===== config.mk =====
export PLATFORM = sky130hd
export DESIGN_NAME = multicycle_controller
export DESIGN_NICKNAME = d
export VERILOG_FILES = /design/src/rtl/multicycle_controller_pkg.sv /design/src/rtl/multicycle_controller_alu_decoder.sv /design/src/rtl/multicycle_controller.sv
export SDC_FILE = /design/constraint.sdc
export NUM_CORES = 1
export LEC_CHECK = 0
export BUFFER_PORTS_ARGS = -buffer_cell sky130_fd_sc_hd__buf_2
export CAP_MARGIN = 15
export CORE_MARGIN = 10
export CORE_UTILIZATION = 25
export CTS_CLUSTER_DIAMETER = 50
export DETAILED_ROUTE_END_ITERATION = 6
export PLACE_DENSITY_LB_ADDON = 0.15
export SLEW_MARGIN = 30
export SYNTH_ARGS = -nofsm -noshare
export SYNTH_HDL_FRONTEND = slang
export SYNTH_SLANG_ARGS = --single-unit

===== constraint.sdc =====
create_clock -name clk -period 1.96 [get_ports clk]
set_clock_uncertainty 0.05 [all_clocks]
set_input_delay 0.098 -clock clk [delete_from_list [all_inputs] [get_ports clk]]
set_output_delay 0.098 -clock clk [all_outputs]
set_load 0.1 [all_outputs]

===== src/rtl/multicycle_controller_pkg.sv =====
// Shared encodings for the multicycle RISC-V controller: states, opcodes,
// ALUOp classes and ALU operation codes.
package multicycle_controller_pkg;

    localparam int unsigned STATE_W   = 4;
    localparam int unsigned OP_W      = 7;
    localparam int unsigned FUNCT3_W  = 3;
    localparam int unsigned ALUOP_W   = 2;
    localparam int unsigned ALUCTRL_W = 3;
    localparam int unsigned SEL_W     = 2;

    typedef enum logic [STATE_W-1:0] {
        S_FETCH    = 4'd0,
        S_DECODE   = 4'd1,
        S_MEMADR   = 4'd2,
        S_MEMREAD  = 4'd3,
        S_MEMWB    = 4'd4,
        S_MEMWRITE = 4'd5,
        S_EXECUTER = 4'd6,
        S_EXECUTEI = 4'd7,
        S_ALUWB    = 4'd8,
        S_BEQ      = 4'd9,
        S_JAL      = 4'd10
    } state_t;

    localparam logic [OP_W-1:0] OP_LW  = 7'b0000011;
    localparam logic [OP_W-1:0] OP_SW  = 7'b0100011;
    localparam logic [OP_W-1:0] OP_R   = 7'b0110011;
    localparam logic [OP_W-1:0] OP_I   = 7'b0010011;
    localparam logic [OP_W-1:0] OP_BEQ = 7'b1100011;
    localparam logic [OP_W-1:0] OP_JAL = 7'b1101111;

    localparam logic [ALUOP_W-1:0] ALUOP_ADD   = 2'b00;
    localparam logic [ALUOP_W-1:0] ALUOP_SUB   = 2'b01;
    localparam logic [ALUOP_W-1:0] ALUOP_FUNCT = 2'b10;

    localparam logic [ALUCTRL_W-1:0] ALUC_ADD = 3'b000;
    localparam logic [ALUCTRL_W-1:0] ALUC_SUB = 3'b001;
    localparam logic [ALUCTRL_W-1:0] ALUC_AND = 3'b010;
    localparam logic [ALUCTRL_W-1:0] ALUC_XOR = 3'b011;
    localparam logic [ALUCTRL_W-1:0] ALUC_SLT = 3'b101;

endpackage


===== src/rtl/multicycle_controller_alu_decoder.sv =====
// Maps the controller's ALUOp class plus instruction fields onto an ALU operation.
module alu_decoder
    import multicycle_controller_pkg::*;
(
    input  logic [ALUOP_W-1:0]   alu_op,
    input  logic [FUNCT3_W-1:0]  funct3,
    input  logic                 op5,
    input  logic                 funct7b5,
    output logic [ALUCTRL_W-1:0] alu_control
);

    always_comb begin
        alu_control = ALUC_ADD;
        case (alu_op)
            ALUOP_ADD: alu_control = ALUC_ADD;
            ALUOP_SUB: alu_control = ALUC_SUB;
            ALUOP_FUNCT: begin
                case (funct3)
                    // sub only for R-type with funct7[5]; addi ignores bit 30
                    3'b000:  alu_control = (op5 & funct7b5) ? ALUC_SUB : ALUC_ADD;
                    3'b010:  alu_control = ALUC_SLT;
                    3'b100:  alu_control = ALUC_XOR;
                    3'b111:  alu_control = ALUC_AND;
                    default: alu_control = ALUC_ADD;
                endcase
            end
            default: alu_control = ALUC_ADD;
        endcase
    end

endmodule


===== src/rtl/multicycle_controller.sv =====
// Multicycle RISC-V control FSM: Moore state decode with memory handshake waits,
// branch-qualified PC write and an illegal-opcode pulse in DECODE.
module multicycle_controller
    import multicycle_controller_pkg::*;
(
    input  logic                 clk,
    input  logic                 rst_n,
    input  logic [OP_W-1:0]      op,
    input  logic [FUNCT3_W-1:0]  funct3,
    input  logic                 funct7b5,
    input  logic                 zero,
    input  logic                 mem_ready,
    output logic                 PCWrite,
    output logic                 IRWrite,
    output logic                 RegWrite,
    output logic                 MemWrite,
    output logic                 AdrSrc,
    output logic [SEL_W-1:0]     ResultSrc,
    output logic [SEL_W-1:0]     ALUSrcA,
    output logic [SEL_W-1:0]     ALUSrcB,
    output logic [SEL_W-1:0]     ImmSrc,
    output logic [ALUCTRL_W-1:0] ALUControl,
    output logic                 illegal,
    output logic [STATE_W-1:0]   state
);

    state_t             state_q, state_d;
    logic               pc_update, branch, ir_write, reg_write, mem_write;
    logic [ALUOP_W-1:0] alu_op;

    always_ff @(posedge clk or negedge rst_n) begin
        if (!rst_n) state_q <= S_FETCH;
        else        state_q <= state_d;
    end

    always_comb begin
        state_d   = state_q;
        pc_update = 1'b0;
        branch    = 1'b0;
        ir_write  = 1'b0;
        reg_write = 1'b0;
        mem_write = 1'b0;
        AdrSrc    = 1'b0;
        ResultSrc = 2'b00;
        ALUSrcA   = 2'b00;
        ALUSrcB   = 2'b00;
        alu_op    = ALUOP_ADD;
        illegal   = 1'b0;
        case (state_q)
            S_FETCH: begin
                ALUSrcB   = 2'b10;
                ResultSrc = 2'b10;
                if (mem_ready) begin
                    ir_write  = 1'b1;
                    pc_update = 1'b1;
                    state_d   = S_DECODE;
                end
            end
            S_DECODE: begin
                ALUSrcA = 2'b01;
                ALUSrcB = 2'b01;
                case (op)
                    OP_LW, OP_SW: state_d = S_MEMADR;
                    OP_R:         state_d = S_EXECUTER;
                    OP_I:         state_d = S_EXECUTEI;
                    OP_BEQ:       state_d = S_BEQ;
                    OP_JAL:       state_d = S_JAL;
                    default: begin
                        illegal = 1'b1;
                        state_d = S_FETCH;
                    end
                endcase
            end
            S_MEMADR: begin
                ALUSrcA = 2'b10;
                ALUSrcB = 2'b01;
                state_d = (op == OP_LW) ? S_MEMREAD : S_MEMWRITE;
            end
            S_MEMREAD: begin
                AdrSrc = 1'b1;
                if (mem_ready) state_d = S_MEMWB;
            end
            S_MEMWB: begin
                ResultSrc = 2'b01;
                reg_write = 1'b1;
                state_d   = S_FETCH;
            end
            S_MEMWRITE: begin
                AdrSrc    = 1'b1;
                mem_write = 1'b1;
                if (mem_ready) state_d = S_FETCH;
            end
            S_EXECUTER: begin
                ALUSrcA = 2'b10;
                alu_op  = ALUOP_FUNCT;
                state_d = S_ALUWB;
            end
            S_EXECUTEI: begin
                ALUSrcA = 2'b10;
                ALUSrcB = 2'b01;
                alu_op  = ALUOP_FUNCT;
                state_d = S_ALUWB;
            end
            S_ALUWB: begin
                reg_write = 1'b1;
                state_d   = S_FETCH;
            end
            S_BEQ: begin
                ALUSrcA = 2'b10;
                alu_op  = ALUOP_SUB;
                branch  = 1'b1;
                state_d = S_FETCH;
            end
            S_JAL: begin
                ALUSrcA   = 2'b01;
                ALUSrcB   = 2'b10;
                pc_update = 1'b1;
                state_d   = S_ALUWB;
            end
            default: state_d = S_FETCH;
        endcase
    end

    // Write enables are forced low while reset is held, even though FETCH is active.
    assign PCWrite  = rst_n & (pc_update | (branch & zero));
    assign IRWrite  = rst_n & ir_write;
    assign RegWrite = rst_n & reg_write;
    assign MemWrite = rst_n & mem_write;
    assign state    = state_q;

    always_comb begin
        case (op)
            OP_SW:   ImmSrc = 2'b01;
            OP_BEQ:  ImmSrc = 2'b10;
            OP_JAL:  ImmSrc = 2'b11;
            default: ImmSrc = 2'b00;
        endcase
    end

    alu_decoder u_alu_decoder (
        .alu_op      (alu_op),
        .funct3      (funct3),
        .op5         (op[5]),
        .funct7b5    (funct7b5),
        .alu_control (ALUControl)
    );

endmodule


### After elaboration in Yosys (flattened, before gate mapping)

Index checks and enable logic that the tools add are counted.

* eq/ne operators: 24
* muxes and demuxes: 23
* bitwise operators: 7
* reduce and logical (&&, ||, !) cells: 13

Operator list (number)
* $pmux W4 S6: 1
* $pmux W4 S5: 1
* $eq A4 B3 Y1 const B: 4
* $pmux W2 S2: 4
* $eq A7 B6 Y1 const B: 2
* $eq A7 B7 Y1 const B: 2
* $eq A4 B4 Y1 const B: 3
* $mux W4: 3
* $pmux W3 S4: 1
* $reduce_or A2 Y1: 6
* $mux W1: 9
* $eq A4 B2 Y1 const B: 2
* $eq A7 B2 Y1 const B: 1
* $eq A7 B5 Y1 const B: 1
* $and A1 B1 Y1: 6
* $eq A3 B3 Y1 const B: 2
* $ne A2 B2 Y1 const B: 3
* $pmux W2 S3: 1
* $pmux W3 S2: 1
* $reduce_or A3 Y1: 2
* $reduce_or A6 Y1: 1
* $eq A4 B1 Y1 const B: 1
* $logic_not A4 Y1: 1
* $reduce_or A4 Y1: 1
* 8 further kinds: 8

* register bits: 4
* input port bits: 15
* output and inout bits: 21
* word-level logic and storage cells: 68

### Depth between registers and ports, before layout

Gate-level depths: netlist (run 1).

* depth after elaboration: 5
* mapped depth: 7
* mapped depth without buffers: 6

### Cells and area by module

Synthesis (run 1) repeated with hierarchy kept, for this count alone.

* cells, all modules: 95
* area, all modules: 679.4 sq um

By module, submodules not included
* multicycle_controller: instances 1, cells an instance 82, area each 578.1 sq um, seq. area each 100.1 sq um
* alu_decoder: instances 1, cells an instance 13, area each 101.3 sq um, seq. area each 0.0 sq um

### Worst setup path after synthesis (run 1)

Ideal clock, no wire load.

* path kind: register to output
* start: register state_q[1] (netlist: state[1])
* end: output port ALUControl[2]
* arrival time: 4541 ps
* data required time: 1812 ps
* path slack: -2729 ps
* stages on the path, launching flop included: 5
* buffers on the path: 1
* path through: dfrtp_1 clkbuf_1 nand3b_1 ha_1 nor4bb_1

* word-level cells in the longest chain between the ends: 5
* elaborated cells between the ends (all ways): 8
* those cells by class: 5 x eq/ne; 2 x mux; 1 x reduce/logical

Ends and longest elaborated chain
* from (decl): RTL line multicycle_controller.sv:27 `state_t state_q, state_d;`
* from (signal assigned): RTL line multicycle_controller.sv:33 `else state_q <= state_d;`
* $eq A4 B3 Y1: RTL line multicycle_controller.sv:49 `case (state_q)`
* $reduce_or A2 Y1 (no source line)
* $pmux W2 S2 (*): RTL line multicycle_controller.sv:49
* $eq A2 B2 Y1 / $eq A2 B1 Y1 (equally long branches): RTL line multicycle_controller_alu_decoder.sv:14 `case (alu_op)`
* $pmux W3 S2 (*): RTL line multicycle_controller_alu_decoder.sv:14
* to (decl): RTL line multicycle_controller.sv:22 `output logic [ALUCTRL_W-1:0] ALUControl,`

Mark *: on every way between the ends. The rest lies on a longest branch, timed or not.

### Worst setup path after layout (run 1)

* start: register state_q[0] (netlist: state[0])
* end: output port PCWrite

* word-level cells in the longest chain between the ends: 5
* elaborated cells between the ends (all ways): 8
* those cells by class: 2 x eq/ne; 2 x mux; 3 x bitwise; 1 x reduce/logical

Ends and longest elaborated chain
* $eq A4 B4 Y1: RTL line multicycle_controller.sv:49
* $mux W1: RTL line multicycle_controller.sv:49
* $and A1 B1 Y1: RTL line multicycle_controller.sv:125 `assign PCWrite = rst_n & (pc_update | (branch & zero));`
* $or A1 B1 Y1 (*): RTL line multicycle_controller.sv:125
* $and A1 B1 Y1 (*): RTL line multicycle_controller.sv:125
* to (decl): RTL line multicycle_controller.sv:13 `output logic PCWrite,`

Marked as above.

==> results of run 1 <==
## layer usage
layer | up-vias | routed length, um | global-route usage, %
met4 | 0 | 23 | 3.87
met5 | - | 0 | 0
met2 | 26 | 1130 | 14.4
li1 | 410 | - | -
met1 | 384 | 1070 | 11.3
met3 | 4 | 123 | 2.51
## cell families (layout without fill, tap and decap cells)
logic type | Yosys count | in the layout | synth area share (%)
AND/OR/NAND/NOR | 48 | 48 | 47.6
buffers and inverters | 7 | 54 | 4.05
AO/OA/AOI/OAI | 18 | 18 | 20.4
XOR/XNOR | 4 | 4 | 5.40
multiplexers | 2 | 2 | 3.28
flip-flops | 4 | 4 | 15.4
adder cells (fa/ha/maj) | 2 | 2 | 3.85
## where the power goes
| part | switching, W | internal [W] |
|---|---|---|
| clock | 0.0000323 | 0.0000684 |
| combinational | 0.000233 | 0.000100 |
| sequential | 0.00000654 | 0.0000885 |
| total | 0.000272 | 0.000257 |
## per-stage QoR
stage          total power (W)  worst slack (ns)
2_1_floorplan         0.000343            -0.504
3_3_place_gp          0.000414             0.131
3_5_place_dp          0.000416             0.111
4_1_cts               0.000532           0.00902
5_1_grt               0.000554           0.00454
6_report              0.000529            0.0470
## timing repair
action / CTS / global route
gates resized for setup: 4 / 4
pin swaps: 3 / 2
setup endpoints to repair: 3 / 3
endpoints found under the hold margin: 4 / 0
hold buffers: 1 / 0
setup buffers: 6 / 2
## final cells by class
class / instances / area, um2 / share of cell area, %
timing repair buffer: 48 / 372 / 30.6
sequential: 4 / 115 / 9.46
multi-input combinational: 74 / 658 / 54.1
clock buffer: 3 / 22.5 / 1.85
tap: 30 / 37.5 / 3.09
inverter: 3 / 11.3 / 0.926
## worst max path at each step
stage	cells after the start	slack, ns	end	start
final	4	0.05	PCWrite	state[0]
after global routing	6	0.005	ALUControl[1]	state[3]
after CTS	6	0.009	ALUControl[1]	state[3]
after detailed placement	3	0.11	state[2]	state[2]
after global placement	3	0.13	state[2]	state[2]
after floorplan	5	-0.50	ALUControl[2]	state[0]
## placed cells by master, fill, tap and decap left out, drive strengths merged, types with 3 or more instances in the layout
| cell | instances |
|---|---|
| nor2 | 6 |
| o21ai | 3 |
| dfrtp | 4 |
| nor3 | 3 |
| inv | 3 |
| nor2b | 5 |
| nand2 | 3 |
| nand2b | 6 |
| and3 | 5 |
| clkbuf | 4 |
| buf | 46 |
==> results.md, run 1 <==
- Post-Route Setup TNS: 0 ns
- Post-Synthesis Cells: 85
- Final ANT Viol Nets: 0
- Synth area leader: dfrtp_1
- RR Endpoint: state[2]
- CTS Buf Count: 3
- Die Wd: 71.0 um
- Critical path capture point type: primary output
- Pre-Repair DR Iteration Count: 4
- Area post-placement: 1090 um2
- Synth top cells by count: 6 x nand2b_1, 6 x nor2_1, 5 x and3_1, 5 x nor2b_1
- Num rows: 18
- DRC Markers: 0
- Initial antenna violation count: 0
- Slowest stage delay, CP: 0.49 ns
- Share of the synthesized area in the top cell type: 15.4%
- Skew-Pair Late Insertion Delay: 0.23 ns
- Non-Filler Instances: 162
- CTS tree: yes
- Antenna cells: 0
- Hold WS: 0.185 ns
- GRT Overall Usage: 9.13%
- Main synth FF type: dfrtp_1
- Setup violators final: 0
- Number of flops mapped to enable cells by yosys: 0
- Via count: 824
- Initial core utilization: 26.2%
- Pin count of the biggest net entering global routing: 16
- Reg2Reg Launch Point: state[1]
- Clk buf depth: 2
- Drt via density: 5.09
- Fillers: 243
- Seq/Total Area, Yosys: 15.4%
- GRT overflow: 0
- Area Overhead vs Synth: 87.3%
- Yosys synthesis warning count: 0
- Number of placed instances, taps included: 150
- CTS Root Cell: clkbuf_4
- PwrDens: 435 nW/um2
- FFs w/ async S/R, synth: 100%
- Tcrit/Tclk final: 97.6%
- Mapped cell area: 649 um2
- Worst Path Max Fanout: 6
- DP HPWL: 1840 um
- Yosys reg bits: 4
- Status: complete, no violations
- Worst-path cell chain: or3b_2 -> a21o_1 -> a21oi_4 -> buf_12
- Delay-heaviest family, CP: flip-flops
- Critical Path RT: 1.81 ns
- H-tree levels: 1
- Die height: 71.0 um
- R2R depth: 3
- DR iter-0 viols: 19
- RSZ-0062 raised after global routing: false
- Fin util: 49.1%
- Worst Setup Start Kind: flop
- P_leak: 0.570 nW
- R2r setup slk: 0.12 ns
- Min cycle time layout: 1.91 ns
- Proportion of layout cells with a drive suffix above 1: 59.8%
- Vias in the first global route: 862
- Clock slew at reported path FFs: 0.04 ns
- RePlAce Congestion: 0.768
- HP Class: input pin to asynchronous set/reset pin
- Wire per inst: 14.5 um
- Final design area excluding fillers: 1220 um2
- Arrival @ worst endpoint: 1.76 ns
- I/O Buffers: 35
- First-pass GRT wire length: 3950 um
- Synth area leaders: dfrtp_1 15%, nand2b_1 5.8%, and3_1 4.8%
- I/O pin cnt: 36
- Slew HR: 67.1%
- Worst vdd ir: 0.000424 V
- Core ar.: 2480 um2
- Max-slew violations: 0
- Clock Sinks: 4
- Synthesized Nets: 102
- Die Area: 5040 um2
- Worst-Margin Slew: 0.498 ns
- WP buf/inv: 1
- Synth Area per Inst: 7.64 um2
- Final Hold Fails: 0
- Nets@finish: 151
- Synth cell types: 42
- Slowest stage cell, crit path: dfrtp_4
- Number of flip-flops in the largest register: 4
- WS Path Type: flop to primary output
- Max Freq: 0.523 GHz
- Max-cap viol count: 0
- Final WL: 2350 um
Power figures use the tool's default switching activity.
==> inputs of run 2 (changes only) <==
--- a/config.mk
+++ b/config.mk
@@ -7,6 +7,7 @@
 export LEC_CHECK = 0
 export BUFFER_PORTS_ARGS = -buffer_cell sky130_fd_sc_hd__buf_2
 export CAP_MARGIN = 15
+export CORE_ASPECT_RATIO = 1.2
 export CORE_MARGIN = 10
 export CORE_UTILIZATION = 25
 export CTS_CLUSTER_DIAMETER = 50
==> run 2 against run 1 <==
Net effect:
- clock power is essentially flat
- combinational power about the same
- cell area rose by 1.2%
- sequential share of layout area decreased by 0.12 points
- routed wire length decreased by 2.7%
==> results.md, run 2 (synthesis results as in run 1) <==
- Status: complete, no violations
- R2R depth: 3
- Worst vdd ir: 0.000234 V
- Final WL: 2280 um
- Number of placed instances, taps included: 153
- RSZ-0062 raised after global routing: true
- Tcrit/Tclk final: 97.0%
- Setup violators final: 0
- Max-cap viol count: 0
- Arrival @ worst endpoint: 1.75 ns
- GRT Overall Usage: 9.58%
- Die Area: 5040 um2
- Area Overhead vs Synth: 89.6%
- Via count: 836
- Worst-Margin Slew: 0.493 ns
- Proportion of layout cells with a drive suffix above 1: 60.4%
- Final Hold Fails: 0
- Pre-Repair DR Iteration Count: 4
- CTS tree: yes
- DR iter-0 viols: 47
- DRC Markers: 0
- Drt via density: 5.01
- Slew HR: 67.4%
- Clk buf depth: 2
- CTS Buf Count: 3
- Nets@finish: 153
- Min cycle time layout: 1.90 ns
- Final ANT Viol Nets: 0
- I/O pin cnt: 36
- Skew-Pair Late Insertion Delay: 0.23 ns
- Die height: 75.8 um
- Most common cell after layout, fill and taps aside: buf_2
- First-pass GRT wire length: 3940 um
- I/O Buffers: 35
- Sequential Area: 115 um2
- Pin count of the biggest net entering global routing: 12
- PwrDens: 431 nW/um2
- H-tree levels: 1
- Clock Sinks: 4
- Worst Path Max Fanout: 8
- Vias in the first global route: 917
- Fillers: 262
- Critical Path RT: 1.81 ns
- Non-Filler Instances: 167
- Antenna cells: 0
- Wire per inst: 13.7 um
- Max Freq: 0.526 GHz
- Max-slew violations: 0
- RePlAce Congestion: 0.760
- DP HPWL: 1780 um
- Initial antenna violation count: 0
- Number of flip-flops in the largest register: 4
- CTS Root Cell: clkbuf_4
- Most frequent cells in the layout: 26 x buf_2, 15 x buf_4, 6 x nand2b_1, 6 x clkbuf_4, 5 x buf_12
- HP Class: input pin to asynchronous set/reset pin
- Num rows: 20
- Initial core utilization: 26.0%
- Post-Route Setup TNS: 0 ns
- WS Path Type: flop to primary output
- Multi-input logic area: 666 um2
- Worst Setup Start Kind: flop
- Core ar.: 2500 um2
- P_leak: 0.576 nW
- Critical path capture point type: primary output
- GRT overflow: 0
- Die Wd: 66.5 um
- R2r setup slk: 0.16 ns
- Clock slew at reported path FFs: 0.04 ns
[run 2: cell count changes in the layout (fill, tap and decap cells not counted), sizes merged]
cell,delta
clkbuf,+2
[run 2: worst paths after layout]
path | startpoint | end
max in group asynchronous | rst_n | state[0]
worst min-delay path | rst_n | state[2]
worst max register to register | state[2] | state[2]
worst min register to register | state[1] | state[1]
min in group clk | op[6] | state[2]
worst max-delay path | state[0] | ALUControl[1]
[run 2: routing by layer]
layer / GRT usage, % / routed length (um)
met5: 0 / 0
met4: 4.90 / 39
met3: 2.79 / 198
met2: 16.2 / 1110
met1: 10.6 / 938
[run 2: area by class of cell]
class | instances | area share [%]
repair buffers | 50 | 30.5
well taps | 33 | 3.35
multi-input cells | 74 | 54.1
clock buffers | 3 | 1.83
inverters | 3 | 0.915
flip-flops and latches | 4 | 9.35
[run 2: where the power goes]
group	switching [W]	internal, W	leakage (nW)	total [W]
Combinational	0.000232	0.000103	0.515	0.000335
Sequential	0.00000687	0.0000886	0.0468	0.0000954
Clock	0.0000316	0.0000683	0.0138	0.000100
Total	0.000271	0.000260	0.576	0.000531
[run 2: worst max-delay path, cell delays in order (launching register included)]
cell	delay (ns)
dfrtp_4	0.51
nor2b_4	0.15
nand3b_1	0.19
ha_4	0.19
nand2_2	0.07
nor3_4	0.22
buf_12	0.20
[run 2: stage by stage]
stage | instance area [um2] | setup WS [ns] | util, % | hold slack (ns) | power [W]
after floorplan | 798 | -0.504 | - | -0.248 | 0.000343
after global placement | 1080 | 0.151 | 43.3 | -0.118 | 0.000415
after detailed placement | 1080 | 0.158 | 43.3 | -0.116 | 0.000417
after CTS | 1200 | 0.00241 | 47.9 | 0.162 | 0.000544
after global routing | 1230 | -0.0224 | 49.2 | 0.196 | 0.000560
final | 1230 | 0.0584 | 49.2 | 0.171 | 0.000531
[run 2: what timing repair did]
action                     4_1_cts  5_1_grt
hold buffers                     1        0
buffers inserted                 8        3
setup endpoints to repair        6        6
pin swaps                        2        6
hold endpoints to repair         4        0
resized for setup                6        6
cloned                           0        0
